==> config.mk <==
export PLATFORM = sky130hd
export DESIGN_NAME = fetch_queue
export DESIGN_NICKNAME = d
export VERILOG_FILES = /design/src/rtl/fetch_pkg.sv /design/src/rtl/sync_fifo.sv /design/src/rtl/fetch_queue.sv
export SDC_FILE = /design/constraint.sdc
export NUM_CORES = 1
export LEC_CHECK = 0
export BUFFER_PORTS_ARGS = -buffer_cell sky130_fd_sc_hd__buf_4
export CORE_UTILIZATION = 45
export CTS_CLUSTER_DIAMETER = 30
export CTS_CLUSTER_SIZE = 8
export DETAILED_ROUTE_END_ITERATION = 6
export PLACE_DENSITY_LB_ADDON = 0.2
export SYNTH_ARGS = -nofsm -noshare
export SYNTH_HDL_FRONTEND = slang
export SYNTH_SLANG_ARGS = --single-unit
==> constraint.sdc <==
create_clock -name clock -period 4.95 [get_ports clock]
set_clock_uncertainty 0.05 [all_clocks]
set_input_delay 0.7425 -clock clock [delete_from_list [all_inputs] [get_ports clock]]
set_output_delay 0.7425 -clock clock [all_outputs]
set_load 0.02 [all_outputs]
==> src/rtl/fetch_pkg.sv <==
// Shared types and constants for the instruction fetch stage.
package fetch_pkg;
  localparam int XLEN    = 32;
  localparam int INSTR_W = 32;
  localparam logic [INSTR_W-1:0] HALT_INSTR = 32'hFFFF_FFFF;

  typedef struct packed {
    logic [XLEN-1:0]    pc;
    logic [INSTR_W-1:0] instr;
  } fetch_entry_t;

  typedef enum logic [1:0] {RUN, DRAIN, HALTED} state_t;
endpackage

==> src/rtl/sync_fifo.sv <==
// Single-clock FIFO with flush; head reads as zero while empty.
module sync_fifo #(
  parameter int  DEPTH   = 4,
  parameter type entry_t = logic [63:0]
) (
  input  logic                     clock,
  input  logic                     reset,
  input  logic                     flush,
  input  logic                     push,
  input  entry_t                   push_data,
  input  logic                     pop,
  output entry_t                   head,
  output logic [$clog2(DEPTH):0]   count,
  output logic                     full,
  output logic                     empty
);
  localparam int AW = $clog2(DEPTH);
  localparam int CW = AW + 1;

  entry_t          mem [DEPTH];
  logic [AW-1:0]   wr_ptr, rd_ptr;
  logic            do_push, do_pop;

  assign empty   = (count == '0);
  assign full    = (count == CW'(DEPTH));
  assign do_pop  = pop && !empty;
  // a push into a full FIFO is fine when the head leaves in the same cycle
  assign do_push = push && (!full || do_pop);
  assign head    = empty ? '0 : mem[rd_ptr];

  always_ff @(posedge clock) begin
    if (reset || flush) begin
      wr_ptr <= '0;
      rd_ptr <= '0;
      count  <= '0;
    end else begin
      if (do_push) wr_ptr <= wr_ptr + 1'b1;
      if (do_pop)  rd_ptr <= rd_ptr + 1'b1;
      count <= count + CW'(do_push) - CW'(do_pop);
    end
  end

  always_ff @(posedge clock)
    if (do_push && !flush && !reset) mem[wr_ptr] <= push_data;
endmodule

==> src/rtl/fetch_queue.sv <==
// Fetch stage: owns the PC, issues credited reads to imem, buffers words for decode.
module fetch_queue
  import fetch_pkg::*;
#(
  parameter int          DEPTH    = 4,
  parameter logic [31:0] RESET_PC = 32'h0000_0000
) (
  input  logic        clock,
  input  logic        reset,
  input  logic        redirect_valid,
  input  logic [31:0] redirect_pc,
  output logic        imem_req_valid,
  input  logic        imem_req_ready,
  output logic [31:0] imem_req_addr,
  input  logic        imem_resp_valid,
  input  logic [31:0] imem_resp_data,
  output logic        out_valid,
  input  logic        out_ready,
  output logic [31:0] out_instruction,
  output logic [31:0] out_pc,
  output logic        halted
);
  localparam int             CW    = $clog2(DEPTH) + 1;
  localparam logic [CW:0]    LIMIT = (CW+1)'(DEPTH);

  state_t            state, state_nx;
  logic [XLEN-1:0]   fetch_pc, resp_pc;
  logic [CW-1:0]     count, inflight, drop_cnt, inflight_nx, redirect_drop;
  logic [CW:0]       occupancy;
  logic              req_fire, resp_fire, dropping, push, pop, halt_push;
  logic              fifo_full, fifo_empty;
  fetch_entry_t      push_entry, head;

  assign occupancy      = {1'b0, count} + {1'b0, inflight};
  assign imem_req_valid = !reset && (state != HALTED) && !redirect_valid && (occupancy < LIMIT);
  assign imem_req_addr  = fetch_pc;

  assign req_fire   = imem_req_valid && imem_req_ready;
  // a response with nothing outstanding is noise and is ignored
  assign resp_fire  = imem_resp_valid && (inflight != '0);
  assign dropping   = (drop_cnt != '0);
  assign push       = resp_fire && !dropping && !redirect_valid;
  assign halt_push  = push && (imem_resp_data == HALT_INSTR);
  assign pop        = out_valid && out_ready && !redirect_valid;
  assign push_entry = '{pc: resp_pc, instr: imem_resp_data};

  assign inflight_nx   = inflight + CW'(req_fire) - CW'(resp_fire);
  assign redirect_drop = inflight - CW'(resp_fire);

  assign out_valid       = !fifo_empty;
  assign out_instruction = head.instr;
  assign out_pc          = head.pc;
  assign halted          = (state == HALTED);

  always_ff @(posedge clock) begin
    if (reset) state <= RUN;
    else       state <= state_nx;
  end

  always_comb begin
    state_nx = state;
    if (redirect_valid)
      state_nx = (redirect_drop != '0) ? DRAIN : RUN;
    else if (halt_push)
      state_nx = HALTED;
    else if (state == DRAIN && resp_fire && drop_cnt == CW'(1))
      state_nx = RUN;
  end

  always_ff @(posedge clock) begin
    if (reset) begin
      fetch_pc <= RESET_PC;
      resp_pc  <= RESET_PC;
      inflight <= '0;
      drop_cnt <= '0;
    end else begin
      inflight <= inflight_nx;
      if (redirect_valid) begin
        fetch_pc <= {redirect_pc[31:2], 2'b00};
        resp_pc  <= {redirect_pc[31:2], 2'b00};
        drop_cnt <= redirect_drop;
      end else begin
        if (req_fire) fetch_pc <= fetch_pc + 32'd4;
        if (push)     resp_pc  <= resp_pc + 32'd4;
        // everything still outstanding after the halt word belongs to the dead path
        if (halt_push)                  drop_cnt <= inflight_nx;
        else if (resp_fire && dropping) drop_cnt <= drop_cnt - 1'b1;
      end
    end
  end

  sync_fifo #(.DEPTH(DEPTH), .entry_t(fetch_entry_t)) u_fifo (
    .clock     (clock),
    .reset     (reset),
    .flush     (redirect_valid),
    .push      (push),
    .push_data (push_entry),
    .pop       (pop),
    .head      (head),
    .count     (count),
    .full      (fifo_full),
    .empty     (fifo_empty)
  );

  a_no_overflow: assert property (@(posedge clock) disable iff (reset)
    !(push && fifo_full && !pop));
endmodule

==> results.tsv <==
stage	metric	value	unit
synthesis	leading area contributor after synthesis	sky130_fd_sc_hd__edfxtp_1	
outcome	outcome	complete, no violations	
synthesis	top cells by count, synth	sky130_fd_sc_hd__edfxtp_1, sky130_fd_sc_hd__dfxtp_1, sky130_fd_sc_hd__nor2b_1	
cts	number of buffers inserted to repair setup after CTS	0	
cells_and_area	fraction of layout instances using a drive strength above 1	0.307	
timing	clock period minus worst slack	3.66	ns
synthesis	#FFs+latches synth	325	
synthesis	Avg Synthesized Cell Area	14.5	um2
power	net switching component of the power	1920	uW
power	reported leakage power	0.00627	uW
drt	drt pass-1 iters	4	
cts	cts hold-fix bufs	0	
global_route	total grt overflow	0	
cells_and_area	Ant. Diodes	0	
floorplanning	top-level I/O count	169	
flow_run	number of max-capacitance violations reported	0	
global_route	pin count of the biggest net entering global routing	65	
synthesis	number of enable flip-flop cells after synthesis	248	
synthesis	post-synthesis instance area	14100	um2
power	pwr/cell area	459	nW/um2
drt	residual antenna-violating net count after detailed routing	0	
setup_path	library cell appearing most often on the critical path	sky130_fd_sc_hd__ha_1	
placed_design	HPWL after detailed placement	19.8	mm
timing	Setup TNS Final	0	ns
drt	routed via count	9069	
global_route	GRT Total Usage	0.206	
synthesis	top cells by area, synth	sky130_fd_sc_hd__edfxtp_1, sky130_fd_sc_hd__dfxtp_1, sky130_fd_sc_hd__mux4_2	
cts	number of gates resized after cts	0	
power	Max IR drop VDD	0.258	mV
floorplanning	Die ar.	32000	um2
cells_and_area	final core utilization	0.588	
global_route	number of global-route vias before repair	9183	
cts	H-tree levels	3	
cts	clock tree from TritonCTS	done	
cts	cell at the root of the clock tree	sky130_fd_sc_hd__clkbuf_16	
timing	Final setup viols	0	
synthesis	cell count after synthesis	970	
cells_and_area	Final Cell Area	18000	um2
timing	final clock period utilization by the worst path	0.740	
setup_path	data required time at the worst endpoint	5.35	ns
drt	Avg Vias per Cell	5.63	
setup_path	largest stage delay on the critical path	0.40	ns
setup_path	Worst R2R Path Depth	14	
floorplanning	height of the die	179	um
floorplanning	total core area	30700	um2
power	Clock Power Share	0.541	
floorplanning	Die X-Extent	179	um
drt	First DRT Iteration DRCs	748	
placed_design	placed inst area	15700	um2
timing	unrepaired setup endpoints after global routing	no	
drt	count of unresolved DRC violations after routing	0	
synthesis	Cell variety after synth	69	
synthesis	Ys Warns	0	
setup_path	critical path capture point type	flop	
worst_hold_path	cell count of the worst hold path	1	
cells_and_area	growth of design area from synthesis to finish	28.0	%
floorplanning	Placement Rows	64	
cts	sink count of the clock tree	325	
drt	routed length per placed instance	19.8	um
cts	clk slew on worst S/H paths	0.04	ns
cts	Max Buffers Root-to-Sink	3	
floorplanning	Initial Util	0.460	
timing	Setup WS post-layout	1.29	ns
synthesis	Yosys top cell area share	0.528	
synthesis	fraction of the yosys area taken by sequential cells	0.638	
drt	Routed WL	31.9	mm
synthesis	cell with the most instances after synthesis	sky130_fd_sc_hd__edfxtp_1	
setup_path	Worst Path Max Fanout	20	
setup_path	critical path cell sequence	ha_1 > nor3_2 > nand4_4 > nor2_8 > inv_2 > ha_1 > inv_1 > ha_1 > fa_1 > xnor2_1 > xnor2_1 > nor3_1 > a32oi_1 > a311oi_1	
power	internal cell power	6360	uW
synthesis	proportion of register bits with asynchronous set or reset after synthesis	0	
global_route	initial antenna violation count	0	
setup_path	startpoint class of the critical path	flop	
worst_hold_path	worst hold path type	primary input to flop	
setup_path	Arrival @ worst endpoint	4.06	ns
cts	TritonCTS Buffers	69	
cts	worst-skew pair later-pin latency	0.55	ns
timing	smallest hold slack	0.352	ns
power	switching part of the total	0.232	
placed_design	setup slack after placement	1.08	ns
timing	transition time at the pin with the least slew margin	1.03	ns
placed_design	final RePlAce weighted congestion	0.831	
setup_path	CP Class	flop to flop	
timing	Final Hold Vio Count	0	
power	Comb power frac	0.080	
timing	max-slew violation total from the final report	0	
global_route	first-pass GRT wire length	50.4	mm
timing	worst slew slack as a fraction of its limit	0.310	
timing	achievable clock frequency	273	MHz
cells_and_area	number of nets in the final layout	1253	
placed_design	quantity of I/O buffers inserted on ports	162	
synthesis	top flip-flop cell by instance count after synthesis	sky130_fd_sc_hd__edfxtp_1	
power	proportion of power drawn by flip-flops and latches	0.379	
setup_path	critical path's slowest cell	sky130_fd_sc_hd__dfxtp_1	
flip-flops by register name, indices dropped and copies added, names as in the netlist, named ones only:
register	cells
state	2
u_fifo.rd_ptr	2
inflight	3
u_fifo.count	3
drop_cnt	3
u_fifo.wr_ptr	2
resp_pc	30
u_fifo.mem	248
imem_req_addr	30
final timing paths:
check,from,endpoint,slack [ns]
hold reg to reg,state[1],state[1],0.42
hold / removal,imem_resp_data[5],u_fifo.mem[3][5],0.35
setup / recovery,inflight[2],drop_cnt[2],1.29
setup reg to reg,inflight[2],drop_cnt[2],1.29
cells in the final DEF, fill, tap and decap left out, types with 14 or more instances in the layout:
cell,Yosys,routed
sky130_fd_sc_hd__edfxtp_1,248,248
sky130_fd_sc_hd__buf_4,6,170
sky130_fd_sc_hd__dfxtp_1,77,75
sky130_fd_sc_hd__clkbuf_16,0,71
sky130_fd_sc_hd__nor2b_1,68,68
sky130_fd_sc_hd__mux4_2,62,62
sky130_fd_sc_hd__nand2_1,47,47
sky130_fd_sc_hd__nor2_1,38,38
sky130_fd_sc_hd__nand3_1,32,32
sky130_fd_sc_hd__inv_1,27,27
sky130_fd_sc_hd__nand4_1,26,26
sky130_fd_sc_hd__xnor2_1,25,25
sky130_fd_sc_hd__a31oi_1,21,21
sky130_fd_sc_hd__nor3_1,18,17
sky130_fd_sc_hd__ha_1,17,17
sky130_fd_sc_hd__o21ai_0,15,15
sky130_fd_sc_hd__nor4_1,14,14
sky130_fd_sc_hd__a211oi_1,14,14
power by group through the flow:
stage	logic [uW]	clock network, uW	registers [uW]
2_1_floorplan	427	0	3170
3_3_place_gp	667	0	3180
3_5_place_dp	671	0	3180
4_1_cts	673	4550	3140
5_1_grt	737	4700	3150
6_report	666	4480	3140
per-layer routing:
metal  vias to the layer above  wire length, um  part of all wire  track usage
met4                         0              512             0.016       0.0685
met1                      4456            14300              0.45        0.286
li1                       4188                -                 -            -
met2                       381            14700              0.46        0.322
met3                        44             2320             0.073       0.0426
met5                         -                0                 0            0
through the flow:
stage,power [uW],std cells
floorplan,3600,973
global placement,3850,1489
detailed placement,3850,1489
CTS,8360,1612
global route,8580,1612
finish,8280,1612
kinds of logic after synthesis:
logic type                 share of synthesized area
DFF                                            0.638
and+or+nand+nor                                0.134
AOI/OAI and AO/OA                             0.0585
other                                       0.000266
adders and majority gates                     0.0179
muxes                                          0.106
xor gates and xnor gates                      0.0205
buffers and inverters                         0.0256
final cells by class:
class	count	area (um2)
repair buffers	174	1360
clock inverters	44	503
flip-flops and latches	325	8990
fillers	2379	12600
well taps	396	495
multi-input cells	564	4770
inverters	30	113
clock buffers	79	1810
worst max-delay path, delay by kind of cell, from the launching register on:
family          cells  cell delay [ns]
buf+inv             2             0.28
flops               1             0.40
compound gates      2             0.36
fa+ha+maj           4             1.17
xor+xnor            2             0.29
simple gates        4             1.02
No activity file was read; power rests on OpenSTA's default activity.
